`config.mk`:
```
export PLATFORM = sky130hd
export DESIGN_NAME = c17_key_unlock_ctrl
export DESIGN_NICKNAME = d
export VERILOG_FILES = /design/src/rtl/c17_key_unlock_ctrl.sv
export SDC_FILE = /design/constraint.sdc
export NUM_CORES = 1
export LEC_CHECK = 0
export CAP_MARGIN = 15
export CORE_AREA = 2 2 103 55
export DETAILED_ROUTE_END_ITERATION = 6
export DIE_AREA = 0 0 105 57
export REMOVE_ABC_BUFFERS = 1
export SLEW_MARGIN = 15
export SYNTH_ARGS = -nofsm -noshare
export SYNTH_HDL_FRONTEND = slang
export SYNTH_SLANG_ARGS = --single-unit
```
`constraint.sdc`:
```
create_clock -name clk -period 2.35 [get_ports clk]
set_clock_uncertainty 0.05 [all_clocks]
set_input_delay 0.235 -clock clk [delete_from_list [all_inputs] [get_ports clk]]
set_output_delay 0.235 -clock clk [all_outputs]
set_load 0.01 [all_outputs]
```
`src/rtl/c17_key_unlock_ctrl.sv`:
```
// Key load, known-answer self-test and unlock sequencer for the Anti-SAT-locked c17 core.
// Define C17_KEY_PARITY_EN to load a 10th odd-parity bit and reject bad-parity keys before self-test.
//
// state    | meaning
// IDLE     | waiting for start, decoy key on the core
// LOAD     | shifting serial key bits into the shadow register
// APPLY    | driving self-test vector vec_idx onto the core
// SAMPLE   | comparing core response for vec_idx with its golden value
// FAIL     | attempt rejected, decoy key restored, may retry
// LOCKOUT  | too many failed attempts, terminal until reset
// UNLOCKED | self-test passed, functional path open, terminal until reset
module c17_key_unlock_ctrl #(
   parameter int                     NUM_VEC   = 4,
   parameter logic [5*NUM_VEC-1:0]   TEST_VEC  = 20'b01011_10100_11111_00000,
   parameter logic [2*NUM_VEC-1:0]   GOLDEN    = 8'b11_10_10_00,
   parameter logic [8:0]             DECOY_KEY = 9'h000,
   parameter int                     MAX_TRIES = 3
) (
   input  logic       clk,
   input  logic       rst_n,
   input  logic       start,
   input  logic       key_bit,
   input  logic       key_valid,
   output logic       key_ready,
   input  logic [4:0] func_in,
   output logic [4:0] core_in,
   input  logic [1:0] core_out,
   output logic [8:0] key_out,
   output logic [1:0] func_out,
   output logic       busy,
   output logic       unlocked,
   output logic       fail,
   output logic       lockout
);

   typedef enum logic [2:0] {
      S_IDLE, S_LOAD, S_APPLY, S_SAMPLE, S_FAIL, S_LOCKOUT, S_UNLOCKED
   } state_t;

   localparam logic [2:0] LAST_VEC = 3'(NUM_VEC - 1);
   localparam logic [3:0] MAX_T    = 4'(MAX_TRIES);
`ifdef C17_KEY_PARITY_EN
   localparam logic [3:0] LAST_BIT = 4'd9;
`else
   localparam logic [3:0] LAST_BIT = 4'd8;
`endif

   state_t     state_q, state_d;
   logic [8:0] shadow_q, shadow_d;
   logic [8:0] key_q, key_d;
   logic [3:0] bit_cnt_q, bit_cnt_d;
   logic [2:0] vec_idx_q, vec_idx_d;
   logic [3:0] tries_q, tries_d;
   logic [4:0] cur_vec;
   logic [1:0] cur_gold;
   logic       go_fail;

   always_ff @(posedge clk or negedge rst_n) begin
      if (!rst_n) begin
         state_q   <= S_IDLE;
         shadow_q  <= '0;
         key_q     <= DECOY_KEY;
         bit_cnt_q <= '0;
         vec_idx_q <= '0;
         tries_q   <= '0;
      end else begin
         state_q   <= state_d;
         shadow_q  <= shadow_d;
         key_q     <= key_d;
         bit_cnt_q <= bit_cnt_d;
         vec_idx_q <= vec_idx_d;
         tries_q   <= tries_d;
      end
   end

   always_comb begin
      cur_vec  = '0;
      cur_gold = '0;
      for (int i = 0; i < NUM_VEC; i++) begin
         if (vec_idx_q == 3'(i)) begin
            cur_vec  = TEST_VEC[5*i +: 5];
            cur_gold = GOLDEN[2*i +: 2];
         end
      end
   end

   always_comb begin
      state_d   = state_q;
      shadow_d  = shadow_q;
      key_d     = key_q;
      bit_cnt_d = bit_cnt_q;
      vec_idx_d = vec_idx_q;
      tries_d   = tries_q;
      go_fail   = 1'b0;
      case (state_q)
         S_IDLE: begin
            if (start) begin
               state_d   = S_LOAD;
               bit_cnt_d = '0;
            end
         end
         S_LOAD: begin
            if (key_valid) begin
               bit_cnt_d = bit_cnt_q + 4'd1;
`ifdef C17_KEY_PARITY_EN
               if (bit_cnt_q == LAST_BIT) begin
                  // Odd parity: key bits plus parity bit must hold an odd number of ones.
                  if (^{shadow_q, key_bit}) begin
                     key_d     = shadow_q;
                     vec_idx_d = '0;
                     state_d   = S_APPLY;
                  end else begin
                     go_fail = 1'b1;
                  end
               end else begin
                  shadow_d = {key_bit, shadow_q[8:1]};
               end
`else
               shadow_d = {key_bit, shadow_q[8:1]};
               if (bit_cnt_q == LAST_BIT) begin
                  key_d     = {key_bit, shadow_q[8:1]};
                  vec_idx_d = '0;
                  state_d   = S_APPLY;
               end
`endif
            end
         end
         S_APPLY: state_d = S_SAMPLE;
         S_SAMPLE: begin
            if (core_out != cur_gold) begin
               go_fail = 1'b1;
            end else if (vec_idx_q == LAST_VEC) begin
               state_d = S_UNLOCKED;
               tries_d = '0;
            end else begin
               vec_idx_d = vec_idx_q + 3'd1;
               state_d   = S_APPLY;
            end
         end
         S_FAIL: begin
            if (tries_q == MAX_T) begin
               state_d = S_LOCKOUT;
            end else if (start) begin
               state_d   = S_LOAD;
               bit_cnt_d = '0;
            end
         end
         S_LOCKOUT, S_UNLOCKED: ;
         default: state_d = S_IDLE;
      endcase
      if (go_fail) begin
         state_d  = S_FAIL;
         tries_d  = (tries_q == 4'hF) ? tries_q : tries_q + 4'd1;
         key_d    = DECOY_KEY;
         shadow_d = '0;
      end
   end

   assign key_out   = key_q;
   assign key_ready = (state_q == S_LOAD);
   assign busy      = (state_q == S_LOAD) || (state_q == S_APPLY) || (state_q == S_SAMPLE);
   assign unlocked  = (state_q == S_UNLOCKED);
   assign fail      = (state_q == S_FAIL);
   assign lockout   = (state_q == S_LOCKOUT);
   assign core_in   = ((state_q == S_APPLY) || (state_q == S_SAMPLE)) ? cur_vec :
                      (state_q == S_UNLOCKED) ? func_in : 5'b00000;
   assign func_out  = (state_q == S_UNLOCKED) ? core_out : 2'b00;

endmodule

```
==> results of run 1 <==
worst reg2reg max path, delay by kind of cell, from the launching register on:
kind                       cells  cell delay (ns)
adders and majority gates      1             0.22
AOI/OAI and AO/OA              2             0.43
buffers and inverters          1             0.15
DFF                            1             0.42
and+or+nand+nor                1             0.20
muxes                          1             0.56
flip-flops by register name (all words and copies together), names as in the netlist:
register and flops:
tries_q 4, state_q 3, key_out 9, shadow_q 8, bit_cnt_q 4, vec_idx_q 3
power by group through the flow:
| stage | Sequential, mW | Combinational [mW] | Clock [mW] |
|---|---|---|---|
| after floorplan | 0.888 | 0.572 | 0 |
| after global placement | 0.880 | 0.994 | 0 |
| after detailed placement | 0.883 | 1.00 | 0 |
| after CTS | 0.875 | 1.01 | 0.567 |
| after global routing | 0.907 | 1.15 | 0.586 |
| final | 0.882 | 1.03 | 0.542 |
repair_timing:
item | CTS | global route
endpoints found under the setup margin | 3 | 5
gates resized for setup | 2 | 8
endpoints found under the hold margin | 0 | 0
setup buffers | 0 | 2
pin swaps | 0 | 1
synth_stat cells:
| cell type | n | area share [%] |
|---|---|---|
| nand2_1 | 39 | 8.4 |
| nor3_1 | 2 | 0.57 |
| nand4_1 | 2 | 0.72 |
| a22o_1 | 1 | 0.50 |
| dfrtp_1 | 31 | 44 |
| a21boi_0 | 2 | 0.86 |
| inv_1 | 6 | 1.3 |
| nor3b_1 | 2 | 0.86 |
| mux2_2 | 1 | 0.64 |
| a21oi_1 | 26 | 7.4 |
| buf_4 | 2 | 0.86 |
| a31o_2 | 1 | 0.50 |
| o21ai_0 | 6 | 1.7 |
| buf_2 | 1 | 0.29 |
| mux2i_1 | 2 | 1.1 |
| o31ai_1 | 2 | 0.86 |
| and4bb_2 | 1 | 0.72 |
| nor3_4 | 1 | 0.93 |
| buf_6 | 2 | 1.3 |
| a211oi_1 | 1 | 0.43 |
| nand2_2 | 2 | 0.72 |
| and4b_1 | 2 | 1.1 |
| a21o_1 | 2 | 0.86 |
| nand4b_1 | 3 | 1.5 |
| and3b_1 | 1 | 0.50 |
| clkbuf_1 | 5 | 1.1 |
| and3_1 | 4 | 1.4 |
| nor2_1 | 5 | 1.1 |
| mux2_4 | 1 | 0.86 |
| nand3_1 | 17 | 4.9 |
| nand2b_1 | 2 | 0.72 |
| nand2_4 | 1 | 0.64 |
| and2_1 | 3 | 1.1 |
| nor2b_1 | 4 | 1.4 |
| o21a_1 | 1 | 0.43 |
| o21ba_4 | 1 | 0.93 |
| ha_1 | 7 | 5.0 |
| nor3b_2 | 1 | 0.72 |
| a31oi_1 | 2 | 0.72 |
metal layers:
| layer | GRT usage [%] | routed length (um) | up-vias | part of all wire, % |
|---|---|---|---|---|
| met3 | 4.34 | 219 | 6 | 5.3 |
| met1 | 24.0 | 2290 | 706 | 56 |
| met4 | 6.29 | 59 | 0 | 1.4 |
| met5 | 0 | 0 | - | 0 |
| met2 | 17.9 | 1540 | 41 | 38 |
| li1 | - | - | 757 | - |
cell families (layout without fill, tap and decap cells):
group | count (synthesis) | after routing | share of synthesized area, %
AND/OR/NAND/NOR | 92 | 92 | 28.0
AO/OA/AOI/OAI | 45 | 45 | 15.2
flip-flops | 31 | 31 | 44.3
buffers and inverters | 16 | 55 | 4.79
adder cells (fa/ha/maj) | 7 | 7 | 5.01
multiplexers | 4 | 4 | 2.65
final cells by class:
type	count	area, um^2
Multi-Input combinational cell	148	906
Clock buffer	6	82.6
Clock inverter	2	35.0
Inverter	6	22.5
Timing Repair Buffer	41	398
Sequential cell	31	776
Tap cell	73	91.3
Fill cell	538	2870
worst paths after layout:
check                                            to  slack, ns
min in group clk           bit_cnt_q[3]$_DFFE_PN0P_       0.42
setup reg to reg             tries_q[0]$_DFFE_PN0P_       0.24
setup / recovery                         core_in[0]       0.06
hold reg to reg            bit_cnt_q[3]$_DFFE_PN0P_       0.42
max in group asynchronous  bit_cnt_q[0]$_DFFE_PN0P_       1.66
hold / removal               key_out[4]$_DFFE_PN0P_       0.30
==> run metrics, run 1 <==
status completed; Worst setup EP type output pin; Placer Congestion 0.797; FMAX 0.437 GHz; critical path depth 6; synthesized area 1750 um^2; FP Rows 19; max-slew violation count 0; worst slew pin tran 0.703 ns; ANT cells 0; final setup vio count 0; initial antenna violation count 0; VDD IR max slightly below 0.4 mV; antenna-violating nets left 0; Syn Inst Count 195; final WL 4.11 mm; static leakage roughly 1.1 nW; CTS sink cnt 31; Critical Path Source Type flop; dpl cells 297; Seq/Total Area, Yosys 44.3%; Critical Path AT 2.00 ns; FF-to-FF path depth 6; setup_tns 0 ns; Starting Density 33.8%; Layout area overhead 32.1%; Final Util 44.6%; drc violations 0; Final Hold Fails 0; Period minus WS final 2.29 ns; Final period util between 90% and 100%; commonest non-fill, non-tap cell in the layout nand2_1; core box area 5180 um^2; first-pass GRT wire length between 6 and 7 mm; dpl ws roughly 0.24 ns; power share of the sequential group 36.0%; via count 1510; dpl hpwl ~2.9 mm; Vias/cell 4.92; Die Wd ~110 um; combinational power share a little over two fifths; Worst Path Max Fanout 5; I/O Pins 33; slew margin rel. 51.8%; crit path kind flop to output pin; Synth cell types 39; P_sw 883 uW; CTS Buf Count 5; Worst-Skew Late Latency 0.28 ns; critical-path cell list buf_4, ha_1, nor3b_2, o21ai_2, nand2_1, clkdlybuf4s50_1; # hold bufs at CTS 0; placed cell areas 2150 um^2; critical path's largest stage delay 0.48 ns; Clk pin slew, worst setup/hold paths 0.06 ns; drt pass-1 iters 4; WP buf/inv 2; CP Data Required Time 2.07 ns; total track usage 14.9%; CP top delay family buffers and inverters; fin nets about 250; share of cells above drive strength 1 12.8%; vias in the first global route 1385; Layout Cells excl Fill 307; final worst slack 0.0621 ns; yosys warns 0; Final Power between 2 and 2.5 mW; critical path startpoint vec_idx_q[0]$_DFFE_PN0P_; Die Ht 57 um; largest net degree at the start of global routing 32; CP max stage cell clkdlybuf4s50_1; design internal power 1.57 mW; Die ar. 5990 um^2; CTS H-Tree Depth 2; I/O Buffers 32; Root Buffer clkbuf_8; clock network fraction of total power 22.1%; worst min path class primary input to async pin; r2r startpoint vec_idx_q[0]$_DFFE_PN0P_; hold_ws roughly 0.3 ns; pwr dens 1060 nW/um^2; switching portion of total power between 30% and 40%; #FFs+latches synth 31; clock buffer depth 2; syn_area_per_cell 8.97 um^2; grt ovf 0; CTS tree built; max cap viols 0; fin area 2310 um^2; Iteration-0 DRC Markers 67; leading cell types in the layout, fill and taps excluded nand2_1 (39), dfrtp_1 (31), clkdlybuf4s50_1 (28); WL/cell 13.4 um
(Power assumes the default switching activity.)
==> inputs of run 2 (changes only) <==
--- a/config.mk
+++ b/config.mk
@@ -6,9 +6,10 @@
 export NUM_CORES = 1
 export LEC_CHECK = 0
 export CAP_MARGIN = 15
-export CORE_AREA = 2 2 103 55
+export CORE_AREA = 2 2 86 47
 export DETAILED_ROUTE_END_ITERATION = 6
-export DIE_AREA = 0 0 105 57
+export DIE_AREA = 0 0 88 49
+export PLACE_DENSITY = 0.77
 export REMOVE_ABC_BUFFERS = 1
 export SLEW_MARGIN = 15
 export SYNTH_ARGS = -nofsm -noshare
==> constraint.sdc (replaced) <==
create_clock -name clk -period 2.25 [get_ports clk]
set_clock_uncertainty 0.05 [all_clocks]
set_input_delay 0.225 -clock clk [delete_from_list [all_inputs] [get_ports clk]]
set_output_delay 0.225 -clock clk [all_outputs]
set_load 0.01 [all_outputs]
==> run metrics, run 2 (synthesized netlist as in run 1, its figures left out) <==
Iteration-0 DRC Markers 81 (+21%); combinational power share 42.6% (+0.7 points); CP Data Required Time 1.98 ns (-0.09 ns); Period minus WS final approximately 2.1 ns; final worst slack 0.157 ns (+0.0954 ns); critical path's largest stage delay 0.61 ns (+0.13 ns); max-slew violation count 0 (unchanged); slew margin rel. 59.0% (+7.2 points); Worst Path Max Fanout 10 (+5); fillcell total 306 (-43%); initial antenna violation count 0 (unchanged); Worst setup EP type output pin; Critical Path Source Type flop; reg2reg setup slack 0.22 ns (-0.02 ns); Clk pin slew, worst setup/hold paths 0.07 ns (about the same); dpl ws 0.206 ns (-0.0312 ns); RSZ-0062 raised after global routing no; # hold bufs at CTS 0 (unchanged); power share of the sequential group 35.2% (-0.8 points); max cap viols 0 (unchanged); FP Rows 16 (-3); Placer Congestion 0.803 (+0.73%); first-pass GRT wire length 6.99 mm (+1.0%); Vias/cell 5.31 (+8.0%); clock buffer depth 2 (unchanged); crit path kind flop to output pin; max FFs per register 9 (unchanged); setup_tns 0 ns (unchanged); fin nets 254 (+0.79%); dpl hpwl 2.91 mm (-0.15%); design internal power 1.66 mW (+5.8%); Multi-input gate area 908 um^2 (+0.28%); CTS tree built; CTS Buf Count 5 (unchanged); commonest non-fill, non-tap cell in the layout nand2_1; Final period util 93.0%; Die Wd 88 um (-16%); Starting Density 48.3% (+15 points); total track usage 21.4% (+6.5 points); WL/cell 14.2 um (+6.0%); I/O Pins 33 (unchanged); status completed; I/O Buffers 32 (unchanged); via count 1541 (+2.1%); antenna-violating nets left 0 (unchanged); Layout area overhead 31.3%; share of cells above drive strength 1 14.4% (+1.6 points); FMAX around 0.48 GHz; worst min path class primary input to async pin; CP max stage cell clkdlybuf4s50_1; P_sw 942 uW (+6.7%); VDD IR max 0.754 mV (+95%); final WL 4.12 mm (+0.15%); CTS sink cnt 31 (unchanged); drt pass-1 iters 4 (unchanged); clock network fraction of total power 22.2% (about the same); leading cell types in the layout, fill and taps excluded nand2_1 (39), dfrtp_1 (30), clkdlybuf4s50_1 (27); static leakage 1.08 nW (-1.3%); hold_ws 0.278 ns (-0.0212 ns); Worst-Skew Late Latency 0.29 ns (about the same); sequential cell area 777 um^2 (+0.16%); largest net degree at the start of global routing 32 (unchanged); critical-path cell list nor3b_2, clkdlybuf4s50_1; pwr dens 1130 nW/um^2 (+6.8%); Die ar. 4310 um^2 (-28%); Die Ht 49 um (-14%); switching portion of total power 36.2% (+0.19 points); CTS H-Tree Depth 2 (unchanged); grt ovf 0 (unchanged); final setup vio count 0 (unchanged); drc violations 0 (unchanged); worst slew pin tran 0.598 ns (-0.104 ns); core box area 3620 um^2 (-30%); Final Hold Fails 0 (unchanged); Critical Path AT 1.82 ns (-0.18 ns); vias in the first global route 1406 (+1.5%); Final Power 2.60 mW (+6.1%); Root Buffer clkbuf_8; ANT cells 0 (unchanged)
==> run 2: critical path, delay by kind of cell (launching register included) <==
family                 cells  cell delay [ns]
buffers and inverters      1             0.61
DFF                        1             0.53
and+or+nand+nor            1             0.39
==> run 2: layout make-up <==
cell class / instances / area share [%]
repair buffers: 43 / 17.6
flip-flops and latches: 31 / 33.8
multi-input cells: 148 / 39.5
clock inverters: 2 / 1.53
well taps: 54 / 2.94
clock buffers: 6 / 3.59
inverters: 6 / 0.980
==> run 2: repair_timing <==
item                       in CTS  in global routing
gates resized for setup         6                  6
setup endpoints to repair       5                  2
buffers inserted                2                  1
==> run 2: layer usage <==
layer / track usage [%] / vias to the layer above / part of all wire (%)
met3: 6.43 / 7 / 7.5
met2: 26.3 / 45 / 39
li1: - / 764 / -
met4: 6.92 / 0 / 1.3
met1: 34.8 / 725 / 52
met5: 0 / - / 0
==> run 2: power by group through the flow <==
stage	Sequential, mW	Combinational (mW)	Clock [mW]
global route	0.944	1.23	0.623
floorplan	0.927	0.598	0
global placement	0.914	1.04	0
detailed placement	0.921	1.05	0
finish	0.915	1.11	0.577
CTS	0.911	1.09	0.592
==> run 2: metrics by stage <==
step	instances	util [%]	area, um^2
after global routing	290	63.4	2300
after CTS	289	62.6	2270
final	290	63.4	2300
after floorplan	185	-	1690
after global placement	279	58.9	2140
after detailed placement	279	58.9	2140
==> run 2: path summary, 6_finish.rpt <==
| check | from | endpoint | depth (start not counted) |
|---|---|---|---|
| setup / recovery | state_q[0]$_DFFE_PN0P_ | key_ready | 2 |
| hold / removal | rst_n | shadow_q[1]$_DFFE_PN0P_ | 2 |
| setup reg to reg | vec_idx_q[0]$_DFFE_PN0P_ | tries_q[1]$_DFFE_PN0P_ | 6 |
| hold reg to reg | bit_cnt_q[3]$_DFFE_PN0P_ | bit_cnt_q[3]$_DFFE_PN0P_ | 1 |
| max in group asynchronous | rst_n | state_q[1]$_DFFE_PN0P_ | 2 |
| min in group clk | bit_cnt_q[3]$_DFFE_PN0P_ | bit_cnt_q[3]$_DFFE_PN0P_ | 1 |
==> inputs of run 3 (changes only) <==
--- a/config.mk
+++ b/config.mk
@@ -11,7 +11,6 @@
 export DIE_AREA = 0 0 88 49
 export PLACE_DENSITY = 0.77
 export REMOVE_ABC_BUFFERS = 1
-export SLEW_MARGIN = 15
 export SYNTH_ARGS = -nofsm -noshare
 export SYNTH_HDL_FRONTEND = slang
 export SYNTH_SLANG_ARGS = --single-unit
==> results of run 3 <==
Final layout, timing and power as in run 2 (identical DEF).
